## config.mk

```make
export PLATFORM = sky130hd
export DESIGN_NAME = pong_state_framer_flat
export DESIGN_NICKNAME = d
export VERILOG_FILES = /design/src/rtl/pong_link_pkg.sv /design/src/rtl/pong_state_framer_if.sv /design/src/rtl/pong_state_framer.sv /design/src/flat_wrapper.sv
export SDC_FILE = /design/constraint.sdc
export NUM_CORES = 1
export LEC_CHECK = 0
export CAP_MARGIN = 40
export CORE_UTILIZATION = 55
export DETAILED_ROUTE_END_ITERATION = 7
export DONT_BUFFER_PORTS = 1
export PLACE_DENSITY = 0.76
export SYNTH_ARGS = -nofsm -noshare
export SYNTH_HDL_FRONTEND = slang
export SYNTH_SLANG_ARGS = --single-unit
```

## constraint.sdc

```tcl
create_clock -name clk -period 2 [get_ports clk]
set_input_delay 0.3 -clock clk [delete_from_list [all_inputs] [get_ports clk]]
set_output_delay 0.3 -clock clk [all_outputs]
set_load 0.02 [all_outputs]
```

## src/rtl/pong_link_pkg.sv

```systemverilog
// Shared constants, field widths, FSM encoding and payload packing for the pong inter-board link.
// FRAME_BYTES grows to 9 when PONG_FRAMER_CHECKSUM_EN is defined.
package pong_link_pkg;

    localparam logic [7:0] SYNC_BYTE_DEFAULT = 8'hA5;
    localparam int PAYLOAD_BYTES = 7;
    localparam int PAYLOAD_W     = PAYLOAD_BYTES * 8;
`ifdef PONG_FRAMER_CHECKSUM_EN
    localparam int FRAME_BYTES = PAYLOAD_BYTES + 2;
`else
    localparam int FRAME_BYTES = PAYLOAD_BYTES + 1;
`endif

    localparam int X_W     = 11;
    localparam int Y_W     = 10;
    localparam int SCORE_W = 4;
    localparam int STATE_W = 2;

    typedef enum logic [1:0] {
        IDLE    = 2'd0,
        SYNC    = 2'd1,
        PAYLOAD = 2'd2,
        CSUM    = 2'd3
    } fsm_state_t;

    // Most significant byte goes on the wire first.
    function automatic logic [PAYLOAD_W-1:0] pack_payload(
        input logic [STATE_W-1:0] st,
        input logic [SCORE_W-1:0] score1,
        input logic [SCORE_W-1:0] score2,
        input logic [X_W-1:0]     xb,
        input logic [Y_W-1:0]     yb,
        input logic [Y_W-1:0]     yp1,
        input logic [Y_W-1:0]     yp2
    );
        return {5'b0, st, score1, score2, xb, yb, yp1, yp2};
    endfunction

endpackage

```

## src/rtl/pong_state_framer_if.sv

```systemverilog
// Valid/ready byte stream from the state framer into the UART transmitter.
interface pong_state_framer_if;
    logic [7:0] tx_data;
    logic       tx_valid;
    logic       tx_ready;

    modport master (output tx_data, output tx_valid, input tx_ready);
    modport slave  (input tx_data, input tx_valid, output tx_ready);
endinterface

```

## src/rtl/pong_state_framer.sv

```systemverilog
// Snapshots game state every TICK_DIV timing ticks and streams it as SYNC + 7 payload bytes;
// PONG_FRAMER_CHECKSUM_EN appends an XOR checksum byte. First byte valid one cycle after the send tick.
module pong_state_framer
    import pong_link_pkg::*;
#(
    parameter logic [7:0]  SYNC_BYTE = SYNC_BYTE_DEFAULT,
    parameter int unsigned TICK_DIV  = 1
) (
    input  logic               clk,
    input  logic               rst,
    input  logic               timing_tick,
    input  logic [Y_W-1:0]     y_player1,
    input  logic [Y_W-1:0]     y_player2,
    input  logic [X_W-1:0]     x_ball,
    input  logic [Y_W-1:0]     y_ball,
    input  logic [SCORE_W-1:0] player1_score,
    input  logic [SCORE_W-1:0] player2_score,
    input  logic [STATE_W-1:0] state,
    pong_state_framer_if.master tx,
    output logic               busy,
    output logic               frame_done,
    output logic               frame_drop
);

    localparam logic [7:0] DIV_LAST = 8'(TICK_DIV - 1);
    localparam logic [2:0] IDX_LAST = 3'(PAYLOAD_BYTES - 1);

    fsm_state_t           r_state, w_state_nx;
    logic [2:0]           r_idx, w_idx_nx;
    logic [PAYLOAD_W-1:0] r_payload;
    logic [7:0]           r_div;
    logic                 r_done, r_drop;
    logic                 w_send_tick, w_capture, w_last_accept;
    logic [7:0]           w_pay_byte;

    assign w_send_tick = timing_tick && (r_div == DIV_LAST);
    assign frame_done  = r_done;
    assign frame_drop  = r_drop;

    always_ff @(posedge clk) begin
        if (rst) begin
            r_state <= IDLE;
            r_idx   <= 3'd0;
        end else begin
            r_state <= w_state_nx;
            r_idx   <= w_idx_nx;
        end
    end

    // The divider keeps counting while a frame is in flight so tick phase never drifts.
    always_ff @(posedge clk) begin
        if (rst) begin
            r_div     <= 8'd0;
            r_payload <= '0;
            r_done    <= 1'b0;
            r_drop    <= 1'b0;
        end else begin
            if (timing_tick)
                r_div <= (r_div == DIV_LAST) ? 8'd0 : r_div + 8'd1;
            if (w_capture)
                r_payload <= pack_payload(state, player1_score, player2_score,
                                          x_ball, y_ball, y_player1, y_player2);
            r_done <= w_last_accept;
            r_drop <= w_send_tick && busy;
        end
    end

    always_comb begin
        w_pay_byte = 8'h00;
        case (r_idx)
            3'd0:    w_pay_byte = r_payload[55:48];
            3'd1:    w_pay_byte = r_payload[47:40];
            3'd2:    w_pay_byte = r_payload[39:32];
            3'd3:    w_pay_byte = r_payload[31:24];
            3'd4:    w_pay_byte = r_payload[23:16];
            3'd5:    w_pay_byte = r_payload[15:8];
            3'd6:    w_pay_byte = r_payload[7:0];
            default: w_pay_byte = 8'h00;
        endcase
    end

`ifdef PONG_FRAMER_CHECKSUM_EN
    logic [7:0] w_csum;
    assign w_csum = r_payload[55:48] ^ r_payload[47:40] ^ r_payload[39:32] ^ r_payload[31:24]
                  ^ r_payload[23:16] ^ r_payload[15:8] ^ r_payload[7:0];
`endif

    // Outside IDLE tx_valid is always high, so tx_ready alone marks a transfer.
    always_comb begin
        w_state_nx    = r_state;
        w_idx_nx      = r_idx;
        w_capture     = 1'b0;
        w_last_accept = 1'b0;
        tx.tx_valid   = 1'b0;
        tx.tx_data    = 8'h00;
        busy          = 1'b0;
        case (r_state)
            IDLE: begin
                if (w_send_tick) begin
                    w_state_nx = SYNC;
                    w_capture  = 1'b1;
                end
            end
            SYNC: begin
                tx.tx_valid = 1'b1;
                tx.tx_data  = SYNC_BYTE;
                busy        = 1'b1;
                if (tx.tx_ready) begin
                    w_state_nx = PAYLOAD;
                    w_idx_nx   = 3'd0;
                end
            end
            PAYLOAD: begin
                tx.tx_valid = 1'b1;
                tx.tx_data  = w_pay_byte;
                busy        = 1'b1;
                if (tx.tx_ready) begin
                    if (r_idx == IDX_LAST) begin
`ifdef PONG_FRAMER_CHECKSUM_EN
                        w_state_nx = CSUM;
`else
                        w_state_nx    = IDLE;
                        w_last_accept = 1'b1;
`endif
                    end else begin
                        w_idx_nx = r_idx + 3'd1;
                    end
                end
            end
`ifdef PONG_FRAMER_CHECKSUM_EN
            CSUM: begin
                tx.tx_valid = 1'b1;
                tx.tx_data  = w_csum;
                busy        = 1'b1;
                if (tx.tx_ready) begin
                    w_state_nx    = IDLE;
                    w_last_accept = 1'b1;
                end
            end
`endif
            default: w_state_nx = IDLE;
        endcase
    end

endmodule
```

## src/flat_wrapper.sv

```systemverilog
// flat-port wrapper written by rule: the top's interface ports become plain ports
module pong_state_framer_flat import pong_link_pkg::*;
#(
    parameter logic [7:0]  SYNC_BYTE = SYNC_BYTE_DEFAULT,
    parameter int unsigned TICK_DIV  = 1
)
  (clk, rst, timing_tick, y_player1, y_player2, x_ball, y_ball, player1_score, player2_score, state, busy, frame_done, frame_drop, tx_tx_data, tx_tx_valid, tx_tx_ready);
  pong_state_framer_if tx_i ();
  input  logic clk;
  input  logic rst;
  input  logic timing_tick;
  input  logic [Y_W-1:0] y_player1;
  input  logic [Y_W-1:0] y_player2;
  input  logic [X_W-1:0] x_ball;
  input  logic [Y_W-1:0] y_ball;
  input  logic [SCORE_W-1:0] player1_score;
  input  logic [SCORE_W-1:0] player2_score;
  input  logic [STATE_W-1:0] state;
  output logic busy;
  output logic frame_done;
  output logic frame_drop;
  output wire logic [$bits(tx_i.tx_data)-1:0] tx_tx_data;
  output wire logic [$bits(tx_i.tx_valid)-1:0] tx_tx_valid;
  input wire logic [$bits(tx_i.tx_ready)-1:0] tx_tx_ready;
  assign tx_tx_data = tx_i.tx_data;
  assign tx_tx_valid = tx_i.tx_valid;
  assign tx_i.tx_ready = tx_tx_ready;
  pong_state_framer #(.SYNC_BYTE(SYNC_BYTE), .TICK_DIV(TICK_DIV)) u_core (.clk(clk), .rst(rst), .timing_tick(timing_tick), .y_player1(y_player1), .y_player2(y_player2), .x_ball(x_ball), .y_ball(y_ball), .player1_score(player1_score), .player2_score(player2_score), .state(state), .tx(tx_i), .busy(busy), .frame_done(frame_done), .frame_drop(frame_drop));
endmodule
```

Yosys cells after proc, flatten, opt, wreduce, memory -nomap -nowiden
Index checks and enable logic that the tools add are counted.
{ "op_classes": {"add_sub_neg": 2, "eq_ne": 13, "mux": 16, "n_bitwise": 2, "reduce_logical": 10} }
{ "ops": {"columns": ["cell", "count"], "rows": [
  ["8-bit one-hot mux with 7 select lines", 1],
  ["8-bit one-hot mux with 2 select lines", 1],
  ["3-bit equality test (second input constant)", 3],
  ["3-bit 2-to-1 mux", 3],
  ["8-bit by 1-bit adder with 8-bit output (second input constant)", 1],
  ["8-bit logical NOT", 1],
  ["2-bit 2-to-1 mux", 4],
  ["8-bit 2-to-1 mux", 1],
  ["4-bit AND reduction", 2],
  ["3-bit by 2-bit equality test with 1-bit output (second input constant)", 2],
  ["2-bit != test (second input constant)", 3],
  ["2-bit one-hot mux with 3 select lines", 1],
  ["3-bit one-hot mux with 2 select lines", 1],
  ["1-bit 2-to-1 mux", 4],
  ["2-bit by 1-bit != test with 1-bit output (second input constant)", 2],
  ["3-bit by 1-bit adder with 3-bit output (second input constant)", 1],
  ["3-bit by 1-bit equality test with 1-bit output (second input constant)", 1],
  ["3-bit logical NOT", 1],
  ["3-bit OR reduction", 1],
  ["2-bit by 1-bit equality test with 1-bit output (second input constant)", 1],
  ["2-bit equality test (second input constant)", 1],
  ["1-bit logical AND", 2],
  ["2-bit logical NOT", 1],
  ["1-bit NOT", 2],
  ["2 further kinds", 2]
]} }
{ "word_totals": {"reg_bits": 66, "in_bits": 55} }

Longest topological paths before layout
{ "depth": {"depth_word": 4, "ltp_mapped": 8, "ltp_nobuf": 6} }

Worst setup path before layout
OpenSTA, ideal clock, no wires.
{ "synth_timing": {"path_kind": "reg-to-output", "from": "register u_core.r_idx[2]", "to": "output tx_tx_data[0]", "t_arrival_ns": 1.899, "t_required_ns": 1.700, "setup_slack_ns": -0.199, "stages_incl_launch_ff": 8, "cell_sequence": "dfxtp_1 buf_2 inv_1 ha_1 buf_2 or4_1 nand3_1 o21ai_0"} }
{ "synth_between": {"elab_chain_len": 3, "word_cells_on_any_way": 9} }
{ "synth_lines": {"columns": ["element", "line_no", "rtl"], "rows": [
  ["start, declared", "pong_state_framer.sv:29", "logic [2:0] r_idx, w_idx_nx;"],
  ["start signal, assigned", "pong_state_framer.sv:46", "r_idx <= w_idx_nx;"],
  ["3-bit equality test (tied with other cells)", "pong_state_framer.sv:70", "case (r_idx)"],
  ["8-bit one-hot mux with 7 select lines (*)", "pong_state_framer.sv:70", null],
  ["8-bit one-hot mux with 2 select lines (*)", "pong_state_framer.sv:97", "case (r_state)"],
  ["end, declared", "flat_wrapper.sv:22", "output wire logic [$bits(tx_i.tx_data)-1:0] tx_tx_data;"]
]} }
Mark *: on every way between the ends. The rest lies on a longest branch, timed or not.

Worst setup path after layout
{ "layout_timing": {"from": "register u_core.r_idx[0]", "to": "output tx_tx_data[0]"} }
The elaborated chain is that of the path after synthesis.

==> impl_metrics.tcl <==
set metrics [dict create \
    syn2layout_area_growth_pct 14.65 \
    drt-wirelength-per-cell_um 17.42 \
    dp_worst_setup_slack_ns 0.04683 \
    synth_top_cell_by_area "dfxtp_1" \
    violations "negative setup slack" \
    vias 2231 \
    die-area_mm2 0.005909 \
    rsz0062_at_grt "true" \
    tightestPinTransition_ns 0.4498 \
    drt.antenna.violating_nets 0 \
    portBuffers 0 \
    synth_area_leaders "dfxtp_1 43%, mux2i_1 18%, nor2_1 8.4%" \
    ys_ff_latch 66 \
    ys.flop_type "dfxtp_1" \
    grt_pass1_wl_um 10800 \
    worst_setup_path_end_kind "output pin" \
    place_area_mm2 0.003112 \
    critical_path_class "reg -> out" \
    clockBufferDepth 2 \
    start_kind "register" \
    post-route-drc-count 0 \
    synthTopCellsByCount "69 x nor2_1, 66 x dfxtp_1, 56 x mux2i_1, 11 x clkbuf_1" \
    ys_warn_count 0 \
    syn_inst 311 \
    final_nets 379 \
    die_h_um 76.87 \
    seq_area_frac_synth_pct 42.86 \
    place.gp.congestion 0.8509 \
    powerDensity_mw_per_mm2 943.1 \
    crit_required_ns 1.70 \
    setup_viol 8 \
    status "complete, but fails checks" \
    viasPerCell 5.765 \
    ctsHoldBuffers 0 \
    cpPeakStageDelay_ns 0.40 \
    fin_util_pct 67.49 \
    yosysMostFrequentCell "nor2_1" \
    gr-usage-all-layers_pct 23.68 \
    worstPathMaxFanout 6 \
    tns_ns -1.859 \
    async_reset_ff_share_pct 0 \
    slowest_stage "a222oi_1" \
    yosysUniqueCellTypes 33 \
    synth_top_area_share_pct 42.86 \
    grt_pass1_vias 2177 \
    syn-num-nets 376 \
    setup_ws_ns -0.2705 \
    syn_avg_cell_area_um2 9.913 \
    top_usage_layer "met2" \
    met2_usage_pct 35.71 \
    crit_arrival_ns 1.97 \
    finalInstanceArea_mm2 0.003535 \
    clk_pin_slew_ns 0.06 \
    clock_skew_ns 0.009014 \
    numCtsBuffers 9 \
    root_buffer "clkbuf_8" \
    grt_antenna_before_repair 0 \
    first_iter_violations 132 \
    drive_gt1_share_pct 20.50 \
    max_cap_violations 0 \
    insertion_delay_ns 0.34 \
    min_period_over_period_pct 113.5 \
    relSlewSlack_pct 69.94 \
    wirelength_um 6740 \
    synth-edff-count 0 \
    die_width_um 76.87 \
    grt_max_degree 61 \
    grt_use_met1_pct 31.47 \
    timing.fmax_mhz 440.4 \
    core_mm2 0.005238 \
    leakage_nw 1.541 \
    rows 26 \
    dpl.hpwl_um 4572 \
    diodes 0 \
    use_met3_pct 6.310 \
    irDropWorstVdd_uv 538.4 \
    min_path_type "in -> reg" \
    cts_sinks 66 \
    io_pins 67 \
    cts_tree "yes" \
    path_cells "buf_4 > ha_4 > a222oi_1 > mux2i_1 > a21oi_2 > o21ai_4" \
    first_pass_iters 5 \
    period_needed_ns 2.271 \
    syn-cell-area_mm2 0.003083 \
    drv_slew 0 \
    htree_levels 3 \
    hold_violations 0 \
    initial_utilization_pct 58.86 \
    overflow 0 \
]
[report_power, final]
| group | total [W] | internal, W | leakage [nW] | switching (W) |
|---|---|---|---|---|
| Combinational | 0.000614 | 0.000285 | 0.894 | 0.000329 |
| Sequential | 0.00153 | 0.00144 | 0.542 | 0.0000877 |
| Clock | 0.00119 | 0.000720 | 0.105 | 0.000474 |
| Total | 0.00333 | 0.00244 | 1.54 | 0.000891 |
[layer usage]
| layer | vias up | routed length (µm) |
|---|---|---|
| li1 | 1092 | - |
| met1 | 1049 | 3085 |
| met2 | 74 | 3002 |
| met3 | 16 | 486 |
| met4 | 0 | 166 |
| met5 | - | 0 |
[cell type report]
type	instances	area, µm²
Clock inverter	3	65.06
Clock buffer	11	141.4
Multi-Input combinational cell	213	1750
Timing Repair Buffer	14	118.9
Sequential cell	66	1329
Fill cell	419	1703
Tap cell	70	87.58
Inverter	10	42.54
[cells by family after synthesis]
kind of cell,after synthesis,synth area share (%)
AO/OA/AOI/OAI,36,8.685
XOR/XNOR,7,1.989
adder cells (fa/ha/maj),10,4.058
buffers and inverters,32,7.143
flip-flops,66,42.86
multiplexers,64,21.10
AND/OR/NAND/NOR,96,14.16
[state kept, by name (all words and copies together), names as in the netlist]
register and flops:
u_core.r_payload 51, u_core.frame_drop 1, u_core.frame_done 1, u_core.r_state 2, u_core.r_div 8, u_core.r_idx 3
[worst max-delay path: cells and delay by family, from the launching register on]
family / cells / cell delay (ns)
AO/OA/AOI/OAI: 3 / 0.74
flip-flops: 1 / 0.37
buffers and inverters: 1 / 0.15
multiplexers: 1 / 0.19
adder cells (fa/ha/maj): 1 / 0.18
[layout by cell type (no fill, tap or decap), drive strengths merged, types with 2 or more instances in the layout]
cell    netlist  routed
clkbuf       11      11
nor4b         2       2
buf          11      14
xnor2         4       4
a221oi        5       5
o21ai         7       7
mux2          8       8
and3          3       3
a222oi        5       5
nand4         3       3
a32o          4       4
nand2b        3       3
dfxtp        66      66
ha           10      10
inv          10      10
nand3         2       2
a31oi         2       2
bufinv        0       2
mux2i        56      56
a22oi         3       3
xor2          3       3
a211oi        3       3
a21oi         5       5
nand2        10      10
nor2         69      69
[repair_timing]
action,4_1_cts,5_1_grt
pin swaps,7,15
setup buffers,2,3
cloned,0,0
endpoints found under the setup margin,8,8
gates resized for setup,34,6
[per-stage QoR]
step / hold slack [ns] / power [W] / instances
2_1_floorplan: 0.4362 / 0.002107 / 311
3_3_place_gp: 0.3827 / 0.002111 / 368
3_5_place_dp: 0.3829 / 0.002131 / 368
4_1_cts: 0.01499 / 0.003344 / 384
5_1_grt: 0.01410 / 0.003476 / 387
6_report: 0.03167 / 0.003334 / 387
[path summary, 6_finish.rpt]
kind	end	cells after the start	startpoint	slack [ns]
setup / recovery	tx_tx_data[0]	6	u_core.r_idx[0]	-0.27
hold reg to reg	u_core.r_payload[12]	2	u_core.r_payload[12]	0.50
hold / removal	u_core.r_idx[0]	1	rst	0.03
setup reg to reg	u_core.r_state[1]	6	u_core.r_state[0]	0.21
(Power assumes the default switching activity.)
